==> src/rtl/vram_arbiter_pkg.sv <==
// Shared types for the VRAM port arbiter: port owner codes and FSM states.
package vram_arbiter_pkg;

  localparam int DATA_WIDTH = 32;

  typedef enum logic [1:0] {
    OWNER_NONE = 2'd0,
    OWNER_V    = 2'd1,
    OWNER_C    = 2'd2,
    OWNER_D    = 2'd3
  } owner_t;

  typedef enum logic [1:0] {
    ST_IDLE    = 2'd0,
    ST_ACCESS  = 2'd1,
    ST_RELEASE = 2'd2
  } state_t;

endpackage

==> src/rtl/vram_arbiter_if.sv <==
// Level-request / ready-pulse memory handshake; the same shape serves requesters and the VRAM side.
interface vram_arbiter_if #(
  parameter int ADDR_WIDTH = 32
);
  import vram_arbiter_pkg::*;

  logic                  request;
  logic                  rw;
  logic [ADDR_WIDTH-1:0] address;
  logic [DATA_WIDTH-1:0] wdata;
  logic [DATA_WIDTH-1:0] rdata;
  logic                  ready;

  modport master (output request, rw, address, wdata, input rdata, ready);
  modport slave  (input request, rw, address, wdata, output rdata, ready);

endinterface

==> src/rtl/vram_arbiter_pick.sv <==
// Winner selection: video first unless its burst guard tripped, then C/D round-robin.
module vram_arbiter_pick
  import vram_arbiter_pkg::*;
(
  input  logic   v_request,
  input  logic   c_request,
  input  logic   d_request,
  input  owner_t rr_last,
  input  logic   burst_sat,
  output owner_t winner
);

  always_comb begin
    winner = OWNER_NONE;
    if (v_request && (!burst_sat || !(c_request || d_request))) begin
      winner = OWNER_V;
    end else if (rr_last == OWNER_C) begin
      if (d_request)      winner = OWNER_D;
      else if (c_request) winner = OWNER_C;
    end else begin
      if (c_request)      winner = OWNER_C;
      else if (d_request) winner = OWNER_D;
    end
  end

endmodule

==> src/rtl/vram_arbiter.sv <==
// Shares one VRAM port between video (V), CPU (C) and DMA (D); all memory-side outputs registered.
//   state   | meaning
//   IDLE    | no access outstanding, arbitrate pending requests
//   ACCESS  | o_mem_* held for the owner until memory signals ready
//   RELEASE | owner answered, waiting for memory ready to fall
module vram_arbiter
  import vram_arbiter_pkg::*;
#(
  parameter int VIDEO_BURST_MAX = 8,
  parameter int ADDR_WIDTH      = 32
) (
  input  logic           i_clock,
  input  logic           i_reset,
  vram_arbiter_if.slave  v_bus,
  vram_arbiter_if.slave  c_bus,
  vram_arbiter_if.slave  d_bus,
  vram_arbiter_if.master mem_bus,
  output owner_t         o_grant
);

  localparam int BURST_W = $clog2(VIDEO_BURST_MAX + 1);

  state_t                state_q;
  state_t                state_next;
  owner_t                winner;
  owner_t                rr_last;
  logic [BURST_W-1:0]    burst_cnt;
  logic                  burst_sat;
  logic                  cd_pending;
  logic                  grant_now;
  logic                  complete;
  logic                  sel_rw;
  logic [ADDR_WIDTH-1:0] sel_address;
  logic [DATA_WIDTH-1:0] sel_wdata;

  assign burst_sat  = (burst_cnt >= BURST_W'(VIDEO_BURST_MAX));
  assign cd_pending = c_bus.request | d_bus.request;

  vram_arbiter_pick u_pick (
    .v_request (v_bus.request),
    .c_request (c_bus.request),
    .d_request (d_bus.request),
    .rr_last   (rr_last),
    .burst_sat (burst_sat),
    .winner    (winner)
  );

  always_ff @(posedge i_clock or posedge i_reset) begin
    if (i_reset) state_q <= ST_IDLE;
    else         state_q <= state_next;
  end

  always_comb begin
    state_next = state_q;
    grant_now  = 1'b0;
    complete   = 1'b0;
    case (state_q)
      ST_IDLE: begin
        if (winner != OWNER_NONE) begin
          state_next = ST_ACCESS;
          grant_now  = 1'b1;
        end
      end
      ST_ACCESS: begin
        if (mem_bus.ready) begin
          state_next = ST_RELEASE;
          complete   = 1'b1;
        end
      end
      ST_RELEASE: begin
        if (!mem_bus.ready) state_next = ST_IDLE;
      end
      default: state_next = ST_IDLE;
    endcase
  end

  always_comb begin
    sel_rw      = v_bus.rw;
    sel_address = v_bus.address;
    sel_wdata   = v_bus.wdata;
    case (winner)
      OWNER_C: begin
        sel_rw      = c_bus.rw;
        sel_address = c_bus.address;
        sel_wdata   = c_bus.wdata;
      end
      OWNER_D: begin
        sel_rw      = d_bus.rw;
        sel_address = d_bus.address;
        sel_wdata   = d_bus.wdata;
      end
      default: ;
    endcase
  end

  always_ff @(posedge i_clock or posedge i_reset) begin
    if (i_reset) begin
      mem_bus.request <= 1'b0;
      mem_bus.rw      <= 1'b0;
      mem_bus.address <= '0;
      mem_bus.wdata   <= '0;
      v_bus.rdata     <= '0;
      c_bus.rdata     <= '0;
      d_bus.rdata     <= '0;
      v_bus.ready     <= 1'b0;
      c_bus.ready     <= 1'b0;
      d_bus.ready     <= 1'b0;
      o_grant         <= OWNER_NONE;
      rr_last         <= OWNER_D;
      burst_cnt       <= '0;
    end else begin
      v_bus.ready <= 1'b0;
      c_bus.ready <= 1'b0;
      d_bus.ready <= 1'b0;

      if (grant_now) begin
        mem_bus.request <= 1'b1;
        mem_bus.rw      <= sel_rw;
        mem_bus.address <= sel_address;
        mem_bus.wdata   <= sel_wdata;
        o_grant         <= winner;
        if (winner == OWNER_V) begin
          // The guard only counts video grants that actually made C/D wait.
          if (!cd_pending)     burst_cnt <= '0;
          else if (!burst_sat) burst_cnt <= burst_cnt + BURST_W'(1);
        end else begin
          burst_cnt <= '0;
          rr_last   <= winner;
        end
      end

      if (complete) begin
        mem_bus.request <= 1'b0;
        o_grant         <= OWNER_NONE;
        case (o_grant)
          OWNER_V: begin
            v_bus.rdata <= mem_bus.rdata;
            v_bus.ready <= 1'b1;
          end
          OWNER_C: begin
            c_bus.rdata <= mem_bus.rdata;
            c_bus.ready <= 1'b1;
          end
          OWNER_D: begin
            d_bus.rdata <= mem_bus.rdata;
            d_bus.ready <= 1'b1;
          end
          default: ;
        endcase
      end
    end
  end

endmodule

==> src/flat_wrapper.sv <==
// flat-port wrapper written by rule: the top's interface ports become plain ports
module vram_arbiter_flat import vram_arbiter_pkg::*;
#(
  parameter int VIDEO_BURST_MAX = 8,
  parameter int ADDR_WIDTH      = 32
)
  (i_clock, i_reset, o_grant, v_bus_request, v_bus_rw, v_bus_address, v_bus_wdata, v_bus_rdata, v_bus_ready, c_bus_request, c_bus_rw, c_bus_address, c_bus_wdata, c_bus_rdata, c_bus_ready, d_bus_request, d_bus_rw, d_bus_address, d_bus_wdata, d_bus_rdata, d_bus_ready, mem_bus_request, mem_bus_rw, mem_bus_address, mem_bus_wdata, mem_bus_rdata, mem_bus_ready);
  vram_arbiter_if #(.ADDR_WIDTH(ADDR_WIDTH)) v_bus_i ();
  vram_arbiter_if #(.ADDR_WIDTH(ADDR_WIDTH)) c_bus_i ();
  vram_arbiter_if #(.ADDR_WIDTH(ADDR_WIDTH)) d_bus_i ();
  vram_arbiter_if #(.ADDR_WIDTH(ADDR_WIDTH)) mem_bus_i ();
  input  logic i_clock;
  input  logic i_reset;
  output owner_t o_grant;
  input wire logic [$bits(v_bus_i.request)-1:0] v_bus_request;
  input wire logic [$bits(v_bus_i.rw)-1:0] v_bus_rw;
  input wire logic [$bits(v_bus_i.address)-1:0] v_bus_address;
  input wire logic [$bits(v_bus_i.wdata)-1:0] v_bus_wdata;
  output wire logic [$bits(v_bus_i.rdata)-1:0] v_bus_rdata;
  output wire logic [$bits(v_bus_i.ready)-1:0] v_bus_ready;
  input wire logic [$bits(c_bus_i.request)-1:0] c_bus_request;
  input wire logic [$bits(c_bus_i.rw)-1:0] c_bus_rw;
  input wire logic [$bits(c_bus_i.address)-1:0] c_bus_address;
  input wire logic [$bits(c_bus_i.wdata)-1:0] c_bus_wdata;
  output wire logic [$bits(c_bus_i.rdata)-1:0] c_bus_rdata;
  output wire logic [$bits(c_bus_i.ready)-1:0] c_bus_ready;
  input wire logic [$bits(d_bus_i.request)-1:0] d_bus_request;
  input wire logic [$bits(d_bus_i.rw)-1:0] d_bus_rw;
  input wire logic [$bits(d_bus_i.address)-1:0] d_bus_address;
  input wire logic [$bits(d_bus_i.wdata)-1:0] d_bus_wdata;
  output wire logic [$bits(d_bus_i.rdata)-1:0] d_bus_rdata;
  output wire logic [$bits(d_bus_i.ready)-1:0] d_bus_ready;
  output wire logic [$bits(mem_bus_i.request)-1:0] mem_bus_request;
  output wire logic [$bits(mem_bus_i.rw)-1:0] mem_bus_rw;
  output wire logic [$bits(mem_bus_i.address)-1:0] mem_bus_address;
  output wire logic [$bits(mem_bus_i.wdata)-1:0] mem_bus_wdata;
  input wire logic [$bits(mem_bus_i.rdata)-1:0] mem_bus_rdata;
  input wire logic [$bits(mem_bus_i.ready)-1:0] mem_bus_ready;
  assign v_bus_i.request = v_bus_request;
  assign v_bus_i.rw = v_bus_rw;
  assign v_bus_i.address = v_bus_address;
  assign v_bus_i.wdata = v_bus_wdata;
  assign v_bus_rdata = v_bus_i.rdata;
  assign v_bus_ready = v_bus_i.ready;
  assign c_bus_i.request = c_bus_request;
  assign c_bus_i.rw = c_bus_rw;
  assign c_bus_i.address = c_bus_address;
  assign c_bus_i.wdata = c_bus_wdata;
  assign c_bus_rdata = c_bus_i.rdata;
  assign c_bus_ready = c_bus_i.ready;
  assign d_bus_i.request = d_bus_request;
  assign d_bus_i.rw = d_bus_rw;
  assign d_bus_i.address = d_bus_address;
  assign d_bus_i.wdata = d_bus_wdata;
  assign d_bus_rdata = d_bus_i.rdata;
  assign d_bus_ready = d_bus_i.ready;
  assign mem_bus_request = mem_bus_i.request;
  assign mem_bus_rw = mem_bus_i.rw;
  assign mem_bus_address = mem_bus_i.address;
  assign mem_bus_wdata = mem_bus_i.wdata;
  assign mem_bus_i.rdata = mem_bus_rdata;
  assign mem_bus_i.ready = mem_bus_ready;
  vram_arbiter #(.VIDEO_BURST_MAX(VIDEO_BURST_MAX), .ADDR_WIDTH(ADDR_WIDTH)) u_core (.i_clock(i_clock), .i_reset(i_reset), .v_bus(v_bus_i), .c_bus(c_bus_i), .d_bus(d_bus_i), .mem_bus(mem_bus_i), .o_grant(o_grant));
endmodule
==> config.mk <==
export PLATFORM = sky130hd
export DESIGN_NAME = vram_arbiter_flat
export DESIGN_NICKNAME = d
export VERILOG_FILES = /design/src/rtl/vram_arbiter_pkg.sv /design/src/rtl/vram_arbiter_if.sv /design/src/rtl/vram_arbiter_pick.sv /design/src/rtl/vram_arbiter.sv /design/src/flat_wrapper.sv
export SDC_FILE = /design/constraint.sdc
export NUM_CORES = 1
export LEC_CHECK = 0
export CAP_MARGIN = 40
export CORE_AREA = 4 4 152 154
export DETAILED_ROUTE_END_ITERATION = 8
export DIE_AREA = 0 0 156 158
export GPL_TIMING_DRIVEN = 0
export PLACE_DENSITY_LB_ADDON = 0.1
export SLEW_MARGIN = 25
export SYNTH_ARGS = -nofsm -noshare
export SYNTH_HDL_FRONTEND = slang
export SYNTH_HIERARCHICAL = 1
export SYNTH_SLANG_ARGS = --single-unit
==> constraint.sdc <==
create_clock -name i_clock -period 9.8 [get_ports i_clock]
set_clock_uncertainty 0.15 [all_clocks]
set_input_delay 2.94 -clock i_clock [delete_from_list [all_inputs] [get_ports i_clock]]
set_output_delay 2.94 -clock i_clock [all_outputs]
set_load 0.02 [all_outputs]
# Word level (Yosys, flattened, before mapping)
# Index checks and enable logic that the tools add are counted.
# word_totals
regBits,175
latchBits,0
ram_bits,0
romBits,0
in_bits,233
out_inout_bits,167
word_cells,75
mem_count,0
# op_classes
n_addsub,1
multipliers,0
div_mod_pow,0
magnitude_cmp,1
eq_ne,13
shifts,0
n_mux,30
n_bitwise,2
reduce_logical,14
# op_table
op,count
$pmux W32 S2,2
$mux W2,11
$eq A2 B2 Y1 const B,6
$mux W1,12
$mux W4,3
$reduce_and A2 Y1,5
$eq A2 B1 Y1 const B,3
$pmux W2 S3,1
$add A4 B1 Y4 const B,1
$ge A4 B4 Y1 const B,1
$ne A2 B2 Y1 const B,2
$reduce_bool A2 Y1,2
$ne A3 B3 Y1 const B,1
$reduce_and A3 Y1,1
$logic_not A1 Y1,2
$logic_not A2 Y1,1
$logic_or A1 B1 Y1,2
$ne A2 B1 Y1 const B,1
$pmux W1 S2,1
$logic_and A1 B1 Y1,1
$not A1 Y1,1
$or A1 B1 Y1,1

# Longest topological paths before layout
# logic_depth
ltp_word,10
depth_mapped,9
mapped_depth_nobuf,6

# Cells and area by module
# The synthesis kept the hierarchy.
# by_module_without_submodules
mod,n_inst,cells_each,area_each_um2,seq_area_each_um2
vram_arbiter,1,620,8062.7,4381.7
vram_arbiter_pick,1,7,33.8,0.0

# Worst setup path before layout
# Ideal clock, no wire load.
# synth_timing
path_type,input -> register
start,input d_bus_request
end,register u_core.mem_bus.address[0]
setup_time_ns,0.125
t_arrival_ns,4.213
required_time_ns,9.525
path_slack_ns,5.313
cell_stages,8
n_path_buf,3
path_cell_list,nor2_1 > a21oi_1 > clkbuf_1 > nor2_1 > nor2_1 > buf_4 > buf_6 > mux2_2
# synth_between
elab_chain_cells,8
elab_cells_between_ends,15
cone_classes,2 x eq/ne; 8 x mux; 5 x reduce/logical
# synth_lines
item,line_no,text
start: declaration,flat_wrapper.sv:27,input wire logic [$bits(d_bus_i.request)-1:0] d_bus_request;
"parallel branches: the longest is 4 deep, another holds $mux W2",n/a,
$mux W2 (*),vram_arbiter_pick.sv:15,if (v_request && (!burst_sat || !(c_request || d_request))) begin
net u_core.winner[1],vram_arbiter.sv:25,owner_t winner;
$reduce_bool A2 Y1,vram_arbiter.sv:59,if (winner != OWNER_NONE) begin
$mux W1,vram_arbiter.sv:59,
$mux W1,vram_arbiter.sv:57,case (state_q)
end signal: assignment,vram_arbiter.sv:119,mem_bus.address <= sel_address;
end: declaration,vram_arbiter_if.sv:14,"modport master (output request, rw, address, wdata, input rdata, ready);"
# Mark *: on every way through the listed nets, which the timed path passes.
# A chain may end at the register's enable or synchronous reset.

# Final worst setup path
# layout_timing
start,input c_bus_request
end,register u_core.mem_bus.wdata[5]
# layout_between
elab_chain_cells,8
elab_cells_between_ends,15
cone_classes,2 x eq/ne; 8 x mux; 5 x reduce/logical
# layout_lines
item,line_no,text
start: declaration,flat_wrapper.sv:21,input wire logic [$bits(c_bus_i.request)-1:0] c_bus_request;
"parallel branches: the longest is 4 deep, another holds $mux W2",n/a,
$mux W2 (*),vram_arbiter_pick.sv:15,
net u_core.winner[1],vram_arbiter.sv:25,
$reduce_bool A2 Y1,vram_arbiter.sv:59,
$mux W1,vram_arbiter.sv:59,
$mux W1,vram_arbiter.sv:57,
end signal: assignment,vram_arbiter.sv:120,mem_bus.wdata <= sel_wdata;
end: declaration,vram_arbiter_if.sv:14,
# Marked as above.

==> results_dict.tcl <==
set metrics [dict create \
    power.switching_fraction_pct 36.24 \
    share_seq_of_total_power_pct 31.6 \
    fp-row-count 54 \
    wire_per_inst_um 19.05 \
    ant_nets 0 \
    most-common-layout-cells "sky130_fd_sc_hd__clkdlybuf4s50_1, sky130_fd_sc_hd__dfrtp_1, sky130_fd_sc_hd__mux2_2" \
    slowest_stage "sky130_fd_sc_hd__clkdlybuf4s50_1" \
    routed-via-count 6371 \
    antenna_violations_before_repair 0 \
    p_int_mw 2.543 \
    multi_input_comb_area_um2 3431 \
    detailed_place.area_um2 12480 \
    cts.sinks 175 \
    synth.net_count 862 \
    cpLargestDelayFamily "buffers and inverters" \
    skew_pair_late_insertion_delay_ns 0.42 \
    timing.critical_path.cells "clkdlybuf4s50_1 > nor2_1 > a21oi_1 > clkbuf_1 > buf_2 > buf_1 > a21oi_1 > mux2_2" \
    clk_root_buffer_cell "sky130_fd_sc_hd__clkbuf_16" \
    portion_of_total_power_attributed_to_the_clock_network_pct 17.1 \
    vertical_extent_of_the_die_um 158 \
    grt_max_degree 95 \
    worstMarginPinSlew_ns 0.5916 \
    critPathKind "in -> reg" \
    power-per-cell-area_nw_per_um2 305.2 \
    finalCritPeriodShare_pct 53.02 \
    netlist_area_um2 8097 \
    floorplan.initialDensity_pct 37.33 \
    rsz_0062_raised_after_global_routing "false" \
    yosysWarnings 6 \
    post_drt_via_cell_ratio 4.758 \
    via_count_of_the_first_global_routing_pass 6664 \
    final-seq-area_um2 4382 \
    cts_made_buffers 17 \
    layout_cell_area_excl_fill_um2 13070 \
    post-cts-setup-buffers 0 \
    io_pins 400 \
    tritoncts "yes" \
    final_instance_count_excl_fillers 1339 \
    drv_slew 0 \
    end_kind "flop" \
    worst_setup_path_start_kind "primary input" \
    critical_path.max_fanout 10 \
    crit_path_frequent_cell "sky130_fd_sc_hd__a21oi_1" \
    hold_buffers 0 \
    grt_overflow_total 0 \
    synthesis.instances 627 \
    r2r_setup_slack_ns 7.12 \
    power.ir.vdd_worst_mv 0.1785 \
    cts_buffer_depth 2 \
    hpwl_um 19930 \
    area_growth_pct 61.46 \
    grtUsageTotal_pct 19.95 \
    synth_seq_area_share_pct 54.12 \
    final_common_cell "sky130_fd_sc_hd__clkdlybuf4s50_1" \
    worstHoldPathType "reg -> reg" \
    critPathMaxStageDelay_ns 0.53 \
    worst-endpoint-required_ns 9.96 \
    comb_power_share_pct 51.3 \
    period_minus_ws_final_ns 5.196 \
    hold_violations 0 \
    number_of_gates_resized_after_cts 0 \
    crit_arrival_ns 5.36 \
    die_width_um 156 \
    crit_buf_inv 4 \
    first_pass_iters 4 \
    cts.reportedPaths.clkPinSlew_ns 0.07 \
    buffer_ports.inserted 399 \
    nets 1281 \
    p_sw_mw 1.446 \
    maxCapViolations 0 \
    drc_errors 0 \
    synth_register_bits 175 \
    overall_power_consumption_mw 3.989 \
    core-area_um2 21690 \
    gp_congestion 0.7882 \
    floorplan.die_area_um2 24650 \
    p_leak_nw 5.725 \
    status "complete, no violations" \
    initialDrtViolationCount 201 \
    fmax_mhz 192.4 \
    setup-violations-final 0 \
    antenna-diode-count 0 \
    postRouteWirelength_um 25510 \
    timing.max_slew.rel_slack_pct 60.56 \
    synthDistinctLibCells 32 \
    htree_levels 4 \
    syn_area_per_cell_um2 12.91 \
    grt_pass1_wl_um 37930 \
    dp_cells 1307 \
    filler_cell_count 1854 \
    layout_cell_share_with_drive_strength_beyond_1_pct 21.62 \
]
routing by layer:
metal / global-route usage, % / vias up / share of wire (%)
li1: - / 3044 / -
met1: 22.89 / 3059 / 38
met2: 34.04 / 246 / 50
met3: 8.994 / 22 / 11
met4: 5.252 / 0 / 1.7
met5: 0 / - / 0
power by group through the flow:
stage          Sequential [mW]  Combinational, mW  Clock, mW
6_report                  1.26               2.05      0.683
5_1_grt                   1.31               2.16      0.738
4_1_cts                   1.26               2.08      0.705
3_5_place_dp              1.27               2.08          0
3_3_place_gp              1.26               2.06          0
2_1_floorplan             1.69              0.647          0
worst reg2reg max path, delay by kind of cell (launching register included):
family	cells	cell delay, ns
buffers and inverters	5	1.45
flip-flops	1	0.41
multiplexers	1	0.29
AO/OA/AOI/OAI	2	0.27
synthesized netlist by cell type:
| master | number | area share, % |
|---|---|---|
| sky130_fd_sc_hd__nand2b_1 | 3 | 0.23 |
| sky130_fd_sc_hd__or2_2 | 1 | 0.077 |
| sky130_fd_sc_hd__nand3b_2 | 1 | 0.14 |
| sky130_fd_sc_hd__mux2_2 | 133 | 18 |
| sky130_fd_sc_hd__buf_6 | 8 | 1.1 |
| sky130_fd_sc_hd__mux2_4 | 29 | 5.4 |
| sky130_fd_sc_hd__nand2_1 | 6 | 0.28 |
| sky130_fd_sc_hd__a311oi_1 | 1 | 0.11 |
| sky130_fd_sc_hd__buf_4 | 1 | 0.093 |
| sky130_fd_sc_hd__o21ai_0 | 2 | 0.12 |
| sky130_fd_sc_hd__or3_1 | 1 | 0.077 |
| sky130_fd_sc_hd__dfrtp_1 | 173 | 53 |
| sky130_fd_sc_hd__buf_2 | 17 | 1.1 |
| sky130_fd_sc_hd__dfstp_2 | 2 | 0.65 |
| sky130_fd_sc_hd__nand3_1 | 1 | 0.062 |
| sky130_fd_sc_hd__o21ba_2 | 1 | 0.12 |
| sky130_fd_sc_hd__a22o_1 | 1 | 0.11 |
| sky130_fd_sc_hd__nor2_1 | 69 | 3.2 |
| sky130_fd_sc_hd__a2bb2oi_1 | 3 | 0.32 |
| sky130_fd_sc_hd__buf_1 | 4 | 0.19 |
| sky130_fd_sc_hd__mux2i_1 | 66 | 8.2 |
| sky130_fd_sc_hd__nand4b_1 | 1 | 0.11 |
| sky130_fd_sc_hd__inv_1 | 12 | 0.56 |
| sky130_fd_sc_hd__o22ai_1 | 4 | 0.31 |
| sky130_fd_sc_hd__clkbuf_1 | 11 | 0.51 |
| sky130_fd_sc_hd__a21oi_1 | 68 | 4.2 |
| sky130_fd_sc_hd__nor3_2 | 2 | 0.25 |
| sky130_fd_sc_hd__a211oi_1 | 1 | 0.093 |
| sky130_fd_sc_hd__o21ai_1 | 1 | 0.062 |
| sky130_fd_sc_hd__nor3_1 | 1 | 0.062 |
| sky130_fd_sc_hd__ha_1 | 2 | 0.31 |
| sky130_fd_sc_hd__nand3b_1 | 1 | 0.093 |
final cells by class:
class / count / share of cell area, %
Buffer: 41 / 1.828
Clock buffer: 17 / 3.254
Clock inverter: 15 / 1.311
Inverter: 12 / 0.4020
Multi-Input combinational cell: 399 / 26.24
Sequential cell: 175 / 33.52
Tap cell: 280 / 2.680
Timing Repair Buffer: 400 / 30.76
registers in the layout (all words and copies together), names as in the netlist, 2 cells and up:
register / count
u_core/state_q: 2
u_core/mem_bus.address: 32
u_core/mem_bus.wdata: 32
u_core/rr_last: 2
u_core/v_bus.rdata: 32
u_core/o_grant: 2
u_core/d_bus.rdata: 32
u_core/burst_cnt: 4
u_core/c_bus.rdata: 32
worst paths after layout:
check,start,end,cells after the start
setup / recovery,c_bus_request,u_core/mem_bus.wdata[5],8
hold / removal,u_core/mem_bus.request,u_core/mem_bus.request,2
setup reg to reg,u_core/burst_cnt[3],u_core/mem_bus.wdata[5],8
hold reg to reg,u_core/mem_bus.request,u_core/mem_bus.request,2
max in group asynchronous,i_reset,u_core/v_bus.rdata[6],3
min in group asynchronous,i_reset,u_core/mem_bus.wdata[4],2
per-stage QoR:
step / worst slack, ns / hold slack (ns) / util, % / TNS [ns]
2_1_floorplan: 1.968 / 0.3257 / - / 0
3_3_place_gp: -0.7480 / 0.3127 / 57.36 / -126.38
3_5_place_dp: 4.098 / 0.3198 / 57.52 / 0
4_1_cts: 4.542 / 0.3341 / 60.27 / 0
5_1_grt: 4.348 / 0.3526 / 60.27 / 0
6_report: 4.604 / 0.3293 / 60.27 / 0
cells by family (layout without fill, tap and decap cells):
kind of cell	after synthesis	in the layout	synth area share, %
mux	228	228	32.04
flops	175	175	54.12
simple gates	87	87	4.574
compound gates	82	82	5.455
buf+inv	53	485	3.508
fa+ha+maj	2	2	0.3090
No activity file was read; power rests on OpenSTA's default activity.
